$ cat src/rtl/ex_mdu.sv
// Execute stage with logic/shift/LUI datapath, HI/LO registers and an
// iterative multiply/divide unit that stalls the pipeline while it works.
module ex_mdu #(
  parameter int DW  = 32,
  parameter int SHW = 5
) (
  input  logic          clk,
  input  logic          rst,
  input  logic          stall_i,
  input  logic [7:0]    aluop_i,
  input  logic [DW-1:0] reg1_i,
  input  logic [DW-1:0] reg2_i,
  input  logic [4:0]    wd_i,
  input  logic          wreg_i,
  output logic [DW-1:0] wdata_o,
  output logic [4:0]    wd_o,
  output logic          wreg_o,
  output logic          stall_req_o,
  output logic [DW-1:0] hi_o,
  output logic [DW-1:0] lo_o
);

  localparam logic [7:0] OP_AND  = 8'h24, OP_ANDI = 8'h59, OP_OR   = 8'h25;
  localparam logic [7:0] OP_XOR  = 8'h26, OP_XORI = 8'h5B, OP_NOR  = 8'h27;
  localparam logic [7:0] OP_SLL  = 8'h7C, OP_SLLV = 8'h04, OP_SRL  = 8'h02;
  localparam logic [7:0] OP_SRLV = 8'h06, OP_SRA  = 8'h03, OP_SRAV = 8'h07;
  localparam logic [7:0] OP_LUI  = 8'h5C;
  localparam logic [7:0] OP_MFHI = 8'h10, OP_MTHI = 8'h11, OP_MFLO = 8'h12;
  localparam logic [7:0] OP_MTLO = 8'h13;
  localparam logic [7:0] OP_MULT = 8'h18, OP_MULTU = 8'h19;
  localparam logic [7:0] OP_DIV  = 8'h1A, OP_DIVU  = 8'h1B;

  typedef enum logic [1:0] {IDLE, RUN, DONE} state_t;

  state_t          state, state_nxt;
  logic [SHW-1:0]  cnt;
  logic [DW-1:0]   acc_hi, acc_lo, op_b;
  logic            is_div, neg_q, neg_r, div0;

  // Operand decode for the multiply/divide unit.
  logic            md_op, md_div, md_signed, a_neg, b_neg;
  logic [DW-1:0]   a_mag, b_mag;

  always_comb begin
    md_op     = (aluop_i == OP_MULT) || (aluop_i == OP_MULTU) ||
                (aluop_i == OP_DIV)  || (aluop_i == OP_DIVU);
    md_div    = (aluop_i == OP_DIV)  || (aluop_i == OP_DIVU);
    md_signed = (aluop_i == OP_MULT) || (aluop_i == OP_DIV);
    a_neg     = md_signed & reg1_i[DW-1];
    b_neg     = md_signed & reg2_i[DW-1];
    a_mag     = a_neg ? -reg1_i : reg1_i;
    b_mag     = b_neg ? -reg2_i : reg2_i;
  end

  // Single-cycle result path.
  logic [DW-1:0]  alu_res;
  logic [4:0]     alu_wd;
  logic           alu_wreg;
  logic [SHW-1:0] sa;

  // NOTE: every output of a combinational block gets a default first so no
  // path through the case leaves it unassigned and infers a latch.
  always_comb begin
    alu_res  = '0;
    alu_wd   = wd_i;
    alu_wreg = wreg_i;
    sa       = reg1_i[SHW-1:0];
    case (aluop_i)
      OP_AND, OP_ANDI:   alu_res = reg1_i & reg2_i;
      OP_OR:             alu_res = reg1_i | reg2_i;
      OP_XOR, OP_XORI:   alu_res = reg1_i ^ reg2_i;
      OP_NOR:            alu_res = ~(reg1_i | reg2_i);
      OP_SLL, OP_SLLV:   alu_res = reg2_i << sa;
      OP_SRL, OP_SRLV:   alu_res = reg2_i >> sa;
      OP_SRA, OP_SRAV:   alu_res = $signed(reg2_i) >>> sa;
      OP_LUI:            alu_res = {reg2_i[DW/2-1:0], reg1_i[DW/2-1:0]};
      OP_MFHI:           alu_res = hi_o;
      OP_MFLO:           alu_res = lo_o;
      OP_MTHI, OP_MTLO:  alu_wreg = 1'b0;
      default: begin
        alu_wd   = '0;
        alu_wreg = 1'b0;
      end
    endcase
  end

  // One iteration: shift-add for multiply, restoring step for divide.
  logic [DW-1:0] step_hi, step_lo;
  logic [DW:0]   shifted, diff, sum;

  always_comb begin
    step_hi = acc_hi;
    step_lo = acc_lo;
    shifted = {acc_hi, acc_lo[DW-1]};
    diff    = shifted - {1'b0, op_b};
    sum     = acc_lo[0] ? ({1'b0, acc_hi} + {1'b0, op_b}) : {1'b0, acc_hi};
    if (is_div) begin
      if (!diff[DW]) begin
        step_hi = diff[DW-1:0];
        step_lo = {acc_lo[DW-2:0], 1'b1};
      end else begin
        step_hi = shifted[DW-1:0];
        step_lo = {acc_lo[DW-2:0], 1'b0};
      end
    end else begin
      {step_hi, step_lo} = {sum, acc_lo[DW-1:1]};
    end
  end

  // Sign correction applied at commit.
  logic [2*DW-1:0] prod_fix;
  logic [DW-1:0]   hi_new, lo_new;

  always_comb begin
    prod_fix = neg_q ? -{acc_hi, acc_lo} : {acc_hi, acc_lo};
    if (is_div) begin
      lo_new = neg_q ? -acc_lo : acc_lo;
      hi_new = neg_r ? -acc_hi : acc_hi;
    end else begin
      lo_new = prod_fix[DW-1:0];
      hi_new = prod_fix[2*DW-1:DW];
    end
  end

  always_comb begin
    state_nxt = state;
    case (state)
      IDLE: if (md_op && !stall_i)
              state_nxt = (md_div && reg2_i == '0) ? DONE : RUN;
      RUN:  if (cnt == SHW'(DW-1)) state_nxt = DONE;
      DONE: if (!stall_i) state_nxt = IDLE;
      default: state_nxt = IDLE;
    endcase
  end

  // Reset forces the request low even while a mult/div opcode is presented.
  assign stall_req_o = rst & ((state == IDLE && md_op) || state == RUN);

  // NOTE: sequential state uses non-blocking assignments so every register
  // samples pre-edge values, independent of statement order.
  always_ff @(posedge clk or negedge rst) begin
    if (!rst) begin
      state   <= IDLE;
      cnt     <= '0;
      acc_hi  <= '0;
      acc_lo  <= '0;
      op_b    <= '0;
      is_div  <= 1'b0;
      neg_q   <= 1'b0;
      neg_r   <= 1'b0;
      div0    <= 1'b0;
      hi_o    <= '0;
      lo_o    <= '0;
      wdata_o <= '0;
      wd_o    <= '0;
      wreg_o  <= 1'b0;
    end else begin
      state <= state_nxt;
      case (state)
        IDLE: if (!stall_i) begin
          if (md_op) begin
            is_div <= md_div;
            neg_q  <= a_neg ^ b_neg;
            neg_r  <= a_neg;
            div0   <= md_div && (reg2_i == '0);
            cnt    <= '0;
            acc_hi <= '0;
            acc_lo <= md_div ? a_mag : b_mag;
            op_b   <= md_div ? b_mag : a_mag;
          end else begin
            wdata_o <= alu_res;
            wd_o    <= alu_wd;
            wreg_o  <= alu_wreg;
            if (aluop_i == OP_MTHI) hi_o <= reg1_i;
            if (aluop_i == OP_MTLO) lo_o <= reg1_i;
          end
        end
        RUN: begin
          acc_hi <= step_hi;
          acc_lo <= step_lo;
          cnt    <= cnt + 1'b1;
        end
        DONE: if (!stall_i) begin
          if (!div0) begin
            hi_o <= hi_new;
            lo_o <= lo_new;
          end
          wdata_o <= '0;
          wd_o    <= '0;
          wreg_o  <= 1'b0;
        end
        default: ;
      endcase
    end
  end

endmodule

$ cat config.mk
export PLATFORM = sky130hd
export DESIGN_NAME = ex_mdu
export DESIGN_NICKNAME = d
export VERILOG_FILES = /design/src/rtl/ex_mdu.sv
export SDC_FILE = /design/constraint.sdc
export NUM_CORES = 1
export LEC_CHECK = 0
export CORE_UTILIZATION = 29
export CTS_BUF_LIST = sky130_fd_sc_hd__clkbuf_4 sky130_fd_sc_hd__clkbuf_8
export DETAILED_ROUTE_END_ITERATION = 12
export GPL_TIMING_DRIVEN = 0
export PLACE_DENSITY = 0.55
export SKIP_CTS_REPAIR_TIMING = 1
export SLEW_MARGIN = 20
export SYNTH_ARGS = -nofsm -noshare
export SYNTH_HDL_FRONTEND = slang
export SYNTH_SLANG_ARGS = --single-unit
$ cat constraint.sdc
create_clock -name clk -period 6.2 [get_ports clk]
set_clock_uncertainty 0.05 [all_clocks]
set_input_delay 0.93 -clock clk [delete_from_list [all_inputs] [get_ports clk]]
set_output_delay 0.93 -clock clk [all_outputs]
set_load 0.01 [all_outputs]
# [Word-level counts from Yosys, hierarchy flattened]
# Cells that the tools add are included.
# Widths: inputs -> output; s select.
[classes] n_addsub=8 n_eq_ne=33 n_shift=3 mux=55 bitwise=9 reduce_logical=27
[ops] operator="$mux 32" n=28
[ops] operator="$pmux 32 s10" n=1
[ops] operator="$pmux 32 s2" n=5
[ops] operator="$neg 32->32" n=4
[ops] operator="$eq 8x5->1 const B" n=8
[ops] operator="$mux 64" n=1
[ops] operator="$neg 64->64" n=1
[ops] operator="$add 32x32->33" n=1
[ops] operator="$mux 33" n=1
[ops] operator="$sub 33x32->33" n=1
[ops] operator="$and 32x32->32" n=1
[ops] operator="$eq 8x6->1 const B" n=4
[ops] operator="$eq 8x7->1 const B" n=4
[ops] operator="$logic_not 32->1" n=1
[ops] operator="$not 32->32" n=1
[ops] operator="$or 32x32->32" n=1
[ops] operator="$shl 32x5->32" n=1
[ops] operator="$shr 32x5->32" n=1
[ops] operator="$sshr 32x5->32" n=1
[ops] operator="$xor 32x32->32" n=1
[ops] operator="$mux 5" n=6
[ops] operator="$eq 8x3->1 const B" n=3
[ops] operator="$pmux 5 s2" n=2
[ops] operator="$reduce_or 17->1" n=1
[ops] operator="24 further kinds" n=56
[totals] register_bits=209 input_bits=81 output_inout_bits=103 word_cells=149

# [Longest topological paths before layout]
[depth] depth_word=8 ltp_mapped=14 depth_no_buf=12

# [Worst setup path before layout]
# Ideal clock, no wire load.
[synth_timing] path_kind="input-to-reg" startpoint="in reg1_i[0]" endpoint="reg acc_lo[30]" setup_time_ps=126 arrival_time_ps=3775 required_time_ps=6024 setup_slack_ps=2249 cell_stages=14 n_path_buf=3 path_cell_list="clkbuf_1 > buf_2 > buf_1 > inv_1 > ha_1 > nor3b_1 > nor4b_2 > nand3_1 > or3_1 > o21ai_0 > xnor2_1 > nor2_1 > a21oi_1 > a221o_1"
[synth_between] elab_chain_cells=6
[synth_rtl] item="start, declared" line="11" text="input logic [DW-1:0] reg1_i,"
[synth_rtl] item="$neg 32->32" line="51" text="a_mag = a_neg ? -reg1_i : reg1_i;"
[synth_rtl] item="$mux 32" line="51"
[synth_rtl] item="$mux 32" line="168" text="acc_lo <= md_div ? a_mag : b_mag;"
[synth_rtl] item="$mux 32" line="161" text="if (md_op) begin"
[synth_rtl] item="$mux 32" line="160" text="IDLE: if (!stall_i) begin"
[synth_rtl] item="$pmux 32 s2" line="159" text="case (state)"
[synth_rtl] item="end signal, assigned" line="168"
[synth_rtl] item="end signal, assigned" line="180" text="acc_lo <= step_lo;"
[synth_rtl] item="end, declared" line="37" text="logic [DW-1:0] acc_hi, acc_lo, op_b;"
# No other way between the ends. The select of a mux whose other input is x is not followed.
# A chain may end at the register's enable or synchronous reset.

# [Worst setup path in the final report]
[layout_timing] startpoint="in reg1_i[0]" endpoint="reg wdata_o[14]"
[layout_between] elab_chain_cells=5 word_cells_on_any_way=7 classes_between="3 x shift; 4 x mux"
[layout_rtl] item="$sshr 32x5->32, or another cell as far along" line="75" text="OP_SRA, OP_SRAV: alu_res = $signed(reg2_i) >>> sa;"
[layout_rtl] item="$pmux 32 s10 (*)" line="68" text="case (aluop_i)"
[layout_rtl] item="$mux 32 (*)" line="161"
[layout_rtl] item="$mux 32 (*)" line="160"
[layout_rtl] item="$pmux 32 s2 (*)" line="159"
[layout_rtl] item="end signal, assigned" line="171" text="wdata_o <= alu_res;"
[layout_rtl] item="end, declared" line="15" text="output logic [DW-1:0] wdata_o,"
# Mark *: on every way between the ends. The rest lies on a longest branch, timed or not. The select of a mux whose other input is x is not followed.

==> qor.yml <==
cp_max_fo: 10
dr.pass1.iters: 6
grt_max_degree: 88
syn_avg_cell_area_um2: 7.74
p_int_w: 0.00463
numCtsBuffers: 42
synth_area_leaders: "dfrtp_1, ha_1, mux2i_1"
synth_cells: 2938
synth_seq_cells: 209
seq_area_frac_synth_pct: 23.0
dp_cells: 4164
pwr-share-clk_pct: 16.7
worst_pin_slew_ns: 1.29
worstPathRequired_ns: 6.61
grt_overflow: 0
p_sw_share_pct: 50.3
postLayoutCellArea_mm2: 0.0269
clock_latency_ns: 0.63
viasPerCell: 6.15
start_kind: "input pin"
synth_ff_type: "dfrtp_1"
io_pins: 184
drtIter0Drc: 3737
yosysTopAreaCell: "dfrtp_1"
dp_hpwl_mm: 105
nets: 3386
cts_num_sinks: 209
drive_above_1_share_pct: 5.91
grt_pass1_wl_mm: 183
max_slew_margin_pct: 14.3
finalCritPeriodShare_pct: 91.8
dieHeight_um: 282
period_needed_ns: 5.69
yosysUniqueCellTypes: 89
hold_viol_final: 0
cap_violations: 0
wl_per_cell_um: 31.0
regArea_mm2: 0.00523
cp-end-kind: "flop"
min_path_type: "input pin to asynchronous set/reset pin"
grt_pass1_vias: 24000
drcViolationCount: 0
p_total_w: 0.00931
h-tree-depth: 2
max_freq_mhz: 176
drtAntennaViolNets: 0
status: "finished, final reports clean"
multi_input_area_mm2: 0.0162
combPwrFrac_pct: 56.1
setup_viol: 0
dieArea_mm2: 0.0796
die_w_um: 282
pwr-share-seq_pct: 27.2
synth-edff-count: 0
rows: 102
cts_root_buf: "clkbuf_8"
reg2regPathDepth: 13
drv_slew: 0
cp.arrival_ns: 6.10
cts_tree: "yes"
synth-async-reset-ratio_pct: 100
routed-via-count: 26100
portBuffers: 182
critical_path_class: "input pin to flop"
placed_area_mm2: 0.0260
syn2layout_area_growth_pct: 18.1
gp_congestion: 1.07
rsz0062_at_grt: "false"
syn-num-nets: 3156
antenna_found_initial: 5
synth_area_mm2: 0.0227
vdd_drop_max_mv: 0.161
clockBufferDepth: 3
yosysWarnings: 0
power.switching_w: 0.00468
initial_core_util_pct: 29.3
core_area_mm2: 0.0776
instances_no_fill: 4242
synth_top_cell_area_share_pct: 23.0
wl_mm: 132
gr-usage-all-layers_pct: 32.3
fillers: 8415
p_leak_nw: 10.9
p_per_area_mw_per_mm2: 346
clk_pin_slew_worst_paths_ns: 0.05
registers in the layout, indices dropped and copies added, names as in the netlist:
signal   count
lo_o        32
acc_hi      32
hi_o        32
div0         1
neg_r        1
op_b        32
neg_q        1
is_div       1
cnt          5
acc_lo      32
wdata_o     32
wreg_o       1
state        2
wd_o         5
final timing paths:
check                            from     endpoint  slack, ns
max                         reg1_i[0]  wdata_o[14]       0.51
min                               rst     op_b[15]       0.13
max reg2reg                 acc_hi[0]    acc_hi[8]       1.30
min reg2reg                wdata_o[5]   wdata_o[5]       0.42
max in group asynchronous         rst   wdata_o[7]       4.71
min in group clk           wdata_o[5]   wdata_o[5]       0.42
cells in the mapped netlist (all sizes together) (34+ instances only):
master  instances
xor2           55
a211oi         34
a21oi         230
nor3           45
a31oi          41
nor2          341
mux2i         154
xnor2         119
inv           118
clkbuf        199
nand3          40
dfrtp         209
o31ai          34
a21o           38
ha            135
o21ai         263
o221ai         46
buf            40
nand2         323
mux4           51
per-layer routing:
metal	track usage, %	routed length (um)	up-vias
met4	16.0	7180	6
met3	8.15	14500	300
li1	-	-	11200
met1	44.7	56100	12800
met2	46.3	53900	1800
met5	0	54	-
power groups by stage:
stage	combinational (W)	sequential [W]	clock, W
after global routing	0.00560	0.00254	0.00162
after detailed placement	0.00505	0.00251	0
final	0.00522	0.00253	0.00155
after floorplan	0.00317	0.00221	0
after CTS	0.00508	0.00248	0.00157
after global placement	0.00505	0.00250	0
placed cells by master, fill, tap and decap left out, drive strengths merged, types with 12 or more instances in the layout:
cell and instances:
nor2 341, nand2 323, o21ai 263, clkbuf 263, a21oi 230, dfrtp 209
clkdlybuf4s50 181, mux2i 154, ha 135, inv 120, xnor2 119, xor2 55
mux4 51, o221ai 46, nor3 45, buf 45, a31oi 41, nand3 40
a21o 38, o31ai 34, a211oi 34, o211ai 30, nor4 27, a22o 26
o21a 21, o22ai 21, or3 21, o41ai 18, nand2b 17, a2111oi 17
mux2 15, nand4 13, or4 13, a221o 12
worst max-delay path: stages:
cell and delay, ns:
clkdlybuf4s50_1 0.60, clkbuf_1 0.19, buf_2 0.33, buf_1 0.69, inv_1 0.54, ha_1 0.45, nand2_1 0.10, o21ai_1 0.35
mux2_2 0.50, nand2_1 0.08, o21ai_0 0.09, nand2_1 0.11, a22oi_1 0.22, a2111oi_0 0.75, o21ai_0 0.15
cell families (layout without fill, tap and decap cells):
group           Yosys count  after routing  synth area share [%]
compound gates          931            931                  26.3
other cells               0              4                     0
mux                     220            220                  12.6
fa+ha+maj               137            137                  7.60
xor+xnor                174            174                  6.70
flops                   209            209                  23.0
simple gates            906            906                  17.7
buf+inv                 361            621                  6.12
per-stage QoR:
stage               worst slack (ns)  TNS [ns]  hold WS, ns  utilization (%)
finish                         0.509         0        0.133             34.6
global route                   0.459         0        0.155             34.6
CTS                            0.731         0        0.135             34.6
detailed placement            0.0868         0        0.419             33.5
global placement               -5.48  -1136.95        0.414             33.3
floorplan                       2.25         0        0.415                -
area by class of cell:
class | count | share of cell area, %
flip-flops and latches | 209 | 19.5
inverters | 121 | 1.69
repair buffers | 186 | 7.06
diodes | 4 | 0.0373
multi-input cells | 2368 | 60.1
clock buffers | 64 | 2.95
clock inverters | 10 | 0.331
well taps | 1040 | 4.84
plain buffers | 240 | 3.50
Power figures use the tool's default switching activity.
